`config.mk`:
```
export PLATFORM = sky130hd
export DESIGN_NAME = alu_div
export DESIGN_NICKNAME = d
export VERILOG_FILES = /design/src/rtl/alu_div.sv
export SDC_FILE = /design/constraint.sdc
export NUM_CORES = 1
export LEC_CHECK = 0
export BUFFER_PORTS_ARGS = -buffer_cell sky130_fd_sc_hd__buf_4
export CORE_UTILIZATION = 35
export CTS_CLUSTER_DIAMETER = 120
export DETAILED_ROUTE_END_ITERATION = 12
export MAX_ROUTING_LAYER = met4
export PLACE_DENSITY = 0.54
export SYNTH_ARGS = -nofsm -noshare
export SYNTH_HDL_FRONTEND = slang
export SYNTH_SLANG_ARGS = --single-unit
export TNS_END_PERCENT = 5
```
`constraint.sdc`:
```
create_clock -name clk -period 3.1 [get_ports clk]
set_input_delay 0.155 -clock clk [delete_from_list [all_inputs] [get_ports clk]]
set_output_delay 0.155 -clock clk [all_outputs]
set_load 0.01 [all_outputs]
```
`src/rtl/alu_div.sv`:
```
// Sequential restoring divider: one quotient bit per cycle, start/busy/done handshake.
// A zero divisor returns all-ones / dividend with dz set, after one cycle.
//
//   state | meaning
//   IDLE  | waiting for start; a zero divisor is answered here directly
//   CALC  | one restoring iteration per cycle, DW cycles in total
//   FIX   | applies the result signs, publishes results, pulses done
module alu_div #(
  parameter int DW = 32
) (
  input  logic          clk,
  input  logic          reset_b,
  input  logic          start,
  input  logic          signed_op,
  input  logic [DW-1:0] din_a,
  input  logic [DW-1:0] din_b,
  output logic          busy,
  output logic          done,
  output logic [DW-1:0] quotient,
  output logic [DW-1:0] remainder,
  output logic          dz,
  output logic          vout
);

  typedef enum logic [1:0] {IDLE, CALC, FIX} state_t;

  localparam int CW = $clog2(DW);
  localparam logic [CW-1:0] CNT_LAST = CW'(DW - 1);
  localparam logic [CW-1:0] CNT_ONE  = CW'(1);
  localparam logic [DW-1:0] MIN_NEG  = {1'b1, {(DW-1){1'b0}}};

  state_t        state;
  logic [CW-1:0] cnt;
  logic [DW-1:0] dvd;   // dividend shifts out the top while quotient bits enter the bottom
  logic [DW-1:0] dsr;
  logic [DW-1:0] prem;
  logic          neg_q;
  logic          neg_r;
  logic          ovf;

  logic [DW-1:0] a_mag;
  logic [DW-1:0] b_mag;
  logic [DW:0]   shifted;
  logic [DW:0]   diff;

  assign a_mag = (signed_op && din_a[DW-1]) ? -din_a : din_a;
  assign b_mag = (signed_op && din_b[DW-1]) ? -din_b : din_b;

  // The partial remainder stays below the divisor between iterations, so only
  // the shifted trial value needs the extra (DW+1)th bit.
  assign shifted = {prem, dvd[DW-1]};
  assign diff    = shifted - {1'b0, dsr};

  always_ff @(posedge clk or negedge reset_b) begin
    if (!reset_b) begin
      state     <= IDLE;
      cnt       <= '0;
      dvd       <= '0;
      dsr       <= '0;
      prem      <= '0;
      neg_q     <= 1'b0;
      neg_r     <= 1'b0;
      ovf       <= 1'b0;
      busy      <= 1'b0;
      done      <= 1'b0;
      quotient  <= '0;
      remainder <= '0;
      dz        <= 1'b0;
      vout      <= 1'b0;
    end else begin
      done <= 1'b0;
      case (state)
        IDLE: begin
          if (start) begin
            if (din_b == '0) begin
              quotient  <= '1;
              remainder <= din_a;
              dz        <= 1'b1;
              vout      <= 1'b0;
              done      <= 1'b1;
            end else begin
              dvd   <= a_mag;
              dsr   <= b_mag;
              prem  <= '0;
              neg_q <= signed_op & (din_a[DW-1] ^ din_b[DW-1]);
              neg_r <= signed_op & din_a[DW-1];
              ovf   <= signed_op & (din_a == MIN_NEG) & (din_b == '1);
              cnt   <= CNT_LAST;
              busy  <= 1'b1;
              state <= CALC;
            end
          end
        end
        CALC: begin
          prem <= diff[DW] ? shifted[DW-1:0] : diff[DW-1:0];
          dvd  <= {dvd[DW-2:0], ~diff[DW]};
          cnt  <= cnt - CNT_ONE;
          if (cnt == '0) state <= FIX;
        end
        FIX: begin
          quotient  <= neg_q ? -dvd : dvd;
          remainder <= neg_r ? -prem : prem;
          dz        <= 1'b0;
          vout      <= ovf;
          done      <= 1'b1;
          busy      <= 1'b0;
          state     <= IDLE;
        end
        default: state <= IDLE;
      endcase
    end
  end

endmodule
```
After elaboration in Yosys (flattened, before gate mapping)
Index checks and enable logic that the tools add are counted.
W data, S select, Z words.
{ "word_totals": {"elab_cells": 83, "register_bits": 174, "output_inout_bits": 68, "inputBits": 68} }
{ "classes": {"n_reduce_logical": 12, "add_sub_neg": 6, "n_mux": 36, "bitwise_logic": 7, "n_eq_ne": 8} }
{ "ops": {"columns": ["op", "n"], "rows": [
  ["$mux W32", 13],
  ["$pmux W32 S2", 4],
  ["$neg A32 Y32", 4],
  ["$eq A32 B32 Y1 const B", 2],
  ["$sub A33 B32 Y33", 1],
  ["$logic_not A32 Y1", 1],
  ["$reduce_and A3 Y1", 5],
  ["$mux W5", 2],
  ["$pmux W5 S2", 1],
  ["$mux W1", 8],
  ["$ne A2 B2 Y1 const B", 4],
  ["$pmux W1 S2", 4],
  ["$mux W2", 3],
  ["$logic_not A5 Y1", 1],
  ["$sub A5 B1 Y5 const B", 1],
  ["$and A1 B1 Y1", 4],
  ["$pmux W2 S2", 1],
  ["$reduce_bool A2 Y1", 2],
  ["$eq A2 B1 Y1 const B", 1],
  ["$eq A2 B2 Y1 const B", 1],
  ["$logic_and A1 B1 Y1", 2],
  ["$logic_not A2 Y1", 1],
  ["$not A1 Y1", 2],
  ["$xor A1 B1 Y1", 1]
]} }

Longest topological paths before layout
Gate-level depths: netlist of run 1.
{ "logic_depth": {"ltp_word": 5, "depth_mapped": 13, "mapped_depth_nobuf": 12} }

Least setup slack after synthesis of run 1
No wires, ideal clock.
{ "synth_path": {"kind": "register to register", "start": "register dvd[31]", "end": "register prem[24]", "path_slack_ps": -185, "path_stages_with_launch": 14, "period_less_slack_ps": 3285, "path_buffers": 1, "arrival_ps": 3164, "setup_ps": 122, "t_required_ps": 2978, "cell_sequence": "dfrtp_1 inv_1 ha_1 fa_1 nand2b_1 a21o_1 a21oi_1 a21boi_1 a31oi_1 a211o_1 xor2_2 buf_2 nand2_1 a32o_1"} }
{ "synth_between": {"elab_chain_cells": 3} }
{ "synth_rtl": {"columns": ["element", "line", "source"], "rows": [
  ["from (decl)", "34", "logic [DW-1:0] dvd;"],
  ["from (signal assigned)", "82", "dvd <= a_mag;"],
  ["from (signal assigned)", "96", "dvd <= {dvd[DW-2:0], ~diff[DW]};"],
  ["$sub A33 B32 Y33", "52", "assign diff = shifted - {1'b0, dsr};"],
  ["$mux W32", "95", "prem <= diff[DW] ? shifted[DW-1:0] : diff[DW-1:0];"],
  ["$pmux W32 S2", "72", "case (state)"],
  ["to (signal assigned)", "95", null],
  ["to (decl)", "36", "logic [DW-1:0] prem;"]
]} }
No other way between the ends.
A chain may end at the register's enable or synchronous reset.

Final worst setup path of run 1
{ "layout_path": {"start": "register prem[6]", "end": "register remainder[31]"} }
{ "layout_between": {"elab_chain_cells": 3} }
{ "layout_rtl": {"columns": ["element", "line", "source"], "rows": [
  ["$neg A32 Y32", "102", "remainder <= neg_r ? -prem : prem;"],
  ["$mux W32", "102", null],
  ["$pmux W32 S2", "72", null],
  ["to (signal assigned)", "77", "remainder <= din_a;"],
  ["to (signal assigned)", "102", null],
  ["to (decl)", "20", "output logic [DW-1:0] remainder,"]
]} }
No other way between the ends.

==> results.ini, run 1 <==
[timing]
whs_ns = 0.00905
worstMarginPinSlew_ns = 1.13
min_period_ns = 2.97
max_freq_ghz = 0.337
finalClockSkew_ns = 0.0112
setup_viol = 0
fin_crit_sh_pct = 95.8
max-slew-margin-rel_pct = 24.9
drv_slew = 0
rsz0062_at_grt = yes
hold_viol = 0
setup_slack_ns = 0.130

[final_layout]
n_antenna_cell = 0
multi_input_area_sq_um = 6750
final_cell_mix = buf_4, dfrtp_1, nand2_1
nFillCells = 3293
fin_area_sq_um = 14200
drive_above_1_share_pct = 18.4
register_area_sq_um = 4360
fin_cells = 1939
areaGrowthSynthToFinish_pct = 23.0
final_common_cell = buf_4
final_util_pct = 43.6
nets = 1592

[floorplanning]
initial_utilization_pct = 35.5
core_sq_um = 32500
io_pins = 136
dieArea_sq_um = 33600
rows = 66
die_w_um = 183
chipHeight_um = 183

[drt]
route.vias.total = 10074
ant_nets = 0
viasPerCell = 5.20
drcViolationCount = 0
route.met3.wl_um = 1230
wl_met2_um = 14800
top_layer_used = met4
wirelength_met1_um = 16000
first_pass_iters = 5
routed_wl_um = 32300
drt-initial-drc-count = 524
wire_per_inst_um = 16.7

[yosys]
yosysWarnings = 0
synth_area_sq_um = 11500
syn_nets = 1427
synth_edf_count = 0
synth.avg_cell_area_sq_um = 8.73
ys_ff_latch = 174
synth_cell_types = 62
async_flop_share_pct = 100
yosys_most_used_dff = dfrtp_1
seq_area_frac_synth_pct = 37.8
synthCells = 1319

[place]
dp_slack_ns = -0.00766
dp.cells = 1903
place.port_buffers = 135
dp_hpwl_um = 25000
gp_congestion = 0.889
placed_area_sq_um = 13500

[global_routing]
grt_max_degree = 79
overflow = 0
grt_pass1_wl_um = 51600
track_usage_pct = 20.2
antenna_found_initial = 0
grt_pass1_vias = 9612

[clock_network]
cts-buffers-inserted = 17
cts_sinks = 174
cts_root_buf = clkbuf_16
cts_tree = built
clk_pin_slew_ns = 0.07
clk_path_buf_depth = 2
clk_latency_ns = 0.43
htreeDepth = 4

[setup_path]
critPathMaxFanout = 7
reg2reg_slack_ns = 0.13
worstSetupPathType = register to register
crit_required_ns = 3.46
critPathLaunchType = register
rr_worst_depth = 8
endpoint_kind = register
critPathArrivalTime_ns = 3.33

[power]
irDropWorstVdd_v = 0.000688
powerDensity_nw_per_um2 = 1140
p_leak_nw = 5.89

[worst_hold_path]
holdPathStages = 3
hp-class = primary input to register

[run]
max-cap-violations = 0

[status]
status = finished, final reports clean

final timing paths:
path                                startpoint                   endpoint
setup / recovery           prem[6]$_DFFE_PN0P_  remainder[31]$_DFFE_PN0P_
hold / removal                       din_a[30]  remainder[30]$_DFFE_PN0P_
setup reg to reg           prem[6]$_DFFE_PN0P_  remainder[31]$_DFFE_PN0P_
hold reg to reg            dsr[29]$_DFFE_PN0P_        dsr[29]$_DFFE_PN0P_
max in group asynchronous              reset_b   quotient[19]$_DFFE_PN0P_
min in group asynchronous              reset_b             dz$_DFFE_PN0P_
logic make-up (layout without fill, tap and decap cells):
logic type      count (synthesis)  count (layout)  share of synthesized area (%)
simple gates                  389             389                           16.0
buf+inv                       123             301                           4.38
xor+xnor                      148             148                           11.3
flops                         174             174                           37.8
fa+ha+maj                      40              40                           4.41
mux                            51              51                           4.44
compound gates                394             394                           21.6
routing by layer:
layer / track usage [%] / vias to the layer above
met4: 3.93 / 0
li1: - / 5054
met3: 3.00 / 17
met1: 27.4 / 4788
met2: 32.0 / 215
met5: - / -
synth_stat cells (4+ instances only):
library cell	n	area [sq um]
a211oi_1	6	45.0
a21o_1	16	120
a21oi_1	77	385
a221o_1	27	270
a22oi_1	8	60.1
a31oi_1	10	62.6
a32oi_1	7	61.3
and2_1	8	50.1
and3_1	9	56.3
buf_1	4	15.0
buf_2	13	65.1
clkbuf_1	44	165
dfrtp_1	174	4350
ha_1	39	488
inv_1	57	214
mux2i_1	51	510
nand2_1	160	601
nand2b_1	9	56.3
nand3_1	10	50.1
nand3b_1	6	45.0
nand4_1	11	68.8
nor2_1	90	338
nor2b_1	10	62.6
nor3_1	22	110
nor4_1	12	75.1
o211ai_1	5	37.5
o21a_1	4	30.0
o21ai_0	162	811
o21ai_1	8	40.0
o31ai_1	23	173
o41ai_1	14	123
or3_1	12	75.1
or4_1	14	105
xnor2_1	80	701
xor2_1	67	587
stage by stage:
step	total power, W	TNS (ns)
6_report	0.0161	0
5_1_grt	0.0175	-0.0561
4_1_cts	0.0159	0
3_5_place_dp	0.0137	-0.0125
3_3_place_gp	0.0136	0
2_1_floorplan	0.0105	0
worst max-delay path, cell delays in order (launching register included):
cell and delay, ns:
dfrtp_1 0.49, or3_4 0.42, or4_4 0.51, or4_4 0.47, or4_4 0.46, o31ai_2 0.24, xnor2_1 0.16, nand2_1 0.07
o21ai_1 0.07
sequential cells by signal, summed over array words and instances, names as in the netlist:
name	cells
dsr	32
dvd	32
prem	32
quotient	32
remainder	32
cnt	5
state	2
busy	1
done	1
dz	1
neg_q	1
neg_r	1
ovf	1
vout	1
repair_timing:
action	in CTS	in global routing
setup endpoints to repair	11	33
resized for setup	1	17
cloned	0	1
hold buffers	2	0
pin swaps	1	4
setup buffers	0	1
hold endpoints to repair	76	0
final cells by class:
type	instances	share of cell area, %
multi-input combinational	1022	47.7
sequential	174	30.8
timing repair buffer	212	12.1
tap	442	3.91
clock buffer	18	3.03
inverter	57	1.51
clock inverter	14	1.05
power breakdown:
| part | switching, W | total, W | internal [W] |
|---|---|---|---|
| combinational | 0.00517 | 0.00981 | 0.00464 |
| sequential | 0.000942 | 0.00415 | 0.00321 |
| clock | 0.00106 | 0.00213 | 0.00108 |
| total | 0.00717 | 0.0161 | 0.00893 |
Note: power is estimated with default switching activity, not from simulation.
==> inputs of run 2 (changes only) <==
--- a/config.mk
+++ b/config.mk
@@ -6,11 +6,12 @@
 export NUM_CORES = 1
 export LEC_CHECK = 0
 export BUFFER_PORTS_ARGS = -buffer_cell sky130_fd_sc_hd__buf_4
-export CORE_UTILIZATION = 35
+export CORE_UTILIZATION = 40
+export CTS_BUF_LIST = sky130_fd_sc_hd__clkbuf_4 sky130_fd_sc_hd__clkbuf_8
 export CTS_CLUSTER_DIAMETER = 120
 export DETAILED_ROUTE_END_ITERATION = 12
 export MAX_ROUTING_LAYER = met4
-export PLACE_DENSITY = 0.54
+export PLACE_DENSITY = 0.61
 export SYNTH_ARGS = -nofsm -noshare
 export SYNTH_HDL_FRONTEND = slang
 export SYNTH_SLANG_ARGS = --single-unit
==> results.ini, run 2 (synthesized netlist as in run 1, its figures left out) <==
[status]
status = finished, final reports clean

[clock_network]
cts_sinks = 174
cts_root_buf = clkbuf_8
htreeDepth = 4
cts_tree = built
clk_latency_ns = 0.48
clk_path_buf_depth = 2
clk_pin_slew_ns = 0.10
cts-buffers-inserted = 17

[timing]
fin_crit_sh_pct = 97.7
setup_slack_ns = 0.0709
worstMarginPinSlew_ns = 1.10
fin_tns_setup_ns = 0
max-slew-margin-rel_pct = 26.8
hold_viol = 0
setup_viol = 0
finalClockSkew_ns = 0.0157
drv_slew = 0
min_period_ns = 3.03
max_freq_ghz = 0.330
rsz0062_at_grt = yes

[place]
dp_slack_ns = -0.0696
place.port_buffers = 135
dp_hpwl_um = 24100
gp_congestion = 0.917
dp.cells = 1842

[floorplanning]
initial_utilization_pct = 41.1
rows = 61
die_w_um = 172
io_pins = 136
dieArea_sq_um = 29500
chipHeight_um = 172
core_sq_um = 28000

[global_routing]
grtUsageMet2_pct = 35.9
grt.busiest_layer = met2
grt_util_met1_pct = 29.1
grt_pass1_vias = 9545
met3_usage_pct = 3.59
overflow = 0
antenna_found_initial = 0
grt_max_degree = 88
track_usage_pct = 22.4
grt_pass1_wl_um = 50000

[setup_path]
r2r-start = dsr[17]$_DFFE_PN0P_
worstSetupPathType = register to register
slowest_stage = or4_1
critPathLaunchType = register
reg2reg_slack_ns = 0.07
critPathArrivalTime_ns = 3.44
rr_worst_depth = 13
critPathMaxStageDelay_ns = 0.46
endpoint_kind = register
cp_cell_sequence = inv_1 > ha_1 > and2_4 > and3_1 > a22oi_1 > a21boi_4 > a31oi_2 > a211o_1 > buf_4 > xnor2_1 > buf_4 > or4_1 > nand3_1
r2r-end = prem[27]$_DFFE_PN0P_
crit_top_cell = buf_4
critPathMaxFanout = 5
crit_required_ns = 3.51

[power]
irDropWorstVdd_v = 0.000604
powerDensity_nw_per_um2 = 1120
p_leak_nw = 5.95

[drt]
wire_per_inst_um = 16.5
drt-initial-drc-count = 586
viasPerCell = 5.29
drcViolationCount = 0
ant_nets = 0
route.vias.total = 10092
first_pass_iters = 5
routed_wl_um = 31400

[worst_hold_path]
hold_end = remainder[16]$_DFFE_PN0P_
hp-class = primary input to register
holdPathStages = 3
min_from = din_a[16]

[final_layout]
final_common_cell = buf_4
n_antenna_cell = 0
nets = 1623
drive_above_1_share_pct = 19.0
nFillCells = 2674
areaGrowthSynthToFinish_pct = 24.0
final_cell_mix = buf_4, dfrtp_1, nand2_1
fin_cells = 1906

[run]
max-cap-violations = 0

-- run 2: cell count changes in the layout (fill, tap and decap cells not counted), sizes merged --
| cell | change |
|---|---|
| dlygate4sd3 | +25 |
| clkinv | -4 |
| inv | +4 |
| buf | +7 |
| clkbuf | -1 |
-- run 2: final cells by class --
cell class	instances	area (sq um)	share of cell area, %
multi-input combinational	1022	6840	47.9
sequential	174	4360	30.5
timing repair buffer	243	2000	14.0
tap	378	473	3.32
clock buffer	18	248	1.74
inverter	57	214	1.50
clock inverter	14	141	0.991
-- run 2: critical path: cells and delay by family (launching register included) --
family / cells / cell delay (ns)
buffers and inverters: 3 / 0.40
and+or+nand+nor: 4 / 0.89
DFF: 1 / 0.37
AOI/OAI and AO/OA: 4 / 0.91
adders and majority gates: 1 / 0.26
xor gates and xnor gates: 1 / 0.13
-- run 2: worst max-delay path by stage --
stage / from / endpoint / slack [ns] / depth (start not counted)
after detailed placement: dvd[31]$_DFFE_PN0P_ / prem[2]$_DFFE_PN0P_ / -0.07 / 14
final: dsr[17]$_DFFE_PN0P_ / prem[27]$_DFFE_PN0P_ / 0.07 / 13
after global routing: dsr[17]$_DFFE_PN0P_ / prem[27]$_DFFE_PN0P_ / -0.06 / 13
after floorplan: dvd[31]$_DFFE_PN0P_ / prem[24]$_DFFE_PN0P_ / 0.04 / 13
after CTS: dvd[31]$_DFFE_PN0P_ / prem[4]$_DFFE_PN0P_ / 0.01 / 15
after global placement: dvd[31]$_DFFE_PN0P_ / prem[4]$_DFFE_PN0P_ / 0.006 / 14
-- run 2: stage by stage --
| stage | area [sq um] | util, % | total power (W) | hold WS, ns |
|---|---|---|---|---|
| final | 14300 | 50.9 | 0.0160 | 0.0152 |
| after global routing | 14300 | 50.9 | 0.0173 | 0.00579 |
| after CTS | 14100 | 50.4 | 0.0157 | 0.00197 |
| after detailed placement | 13400 | 47.8 | 0.0137 | 0.279 |
| after global placement | 13400 | 47.8 | 0.0136 | 0.281 |
| after floorplan | 11500 | - | 0.0105 | -0.141 |
-- run 2: layer usage --
metal,share of wire (%),routed length [um]
met1,47,14800
met2,46,14500
met5,0,0
met3,4.5,1410
met4,1.9,601
-- run 2: timing repair --
item,CTS,global route
setup buffers,3,2
hold buffers,27,0
cloned,1,0
pin swaps,2,9
hold endpoints to repair,111,0
gates resized for setup,2,39
setup endpoints to repair,24,40
-- run 2: where the power goes --
group	internal [W]	total (W)	switching [W]
Sequential	0.00321	0.00416	0.000955
Clock	0.000624	0.00159	0.000964
Combinational	0.00492	0.0102	0.00529
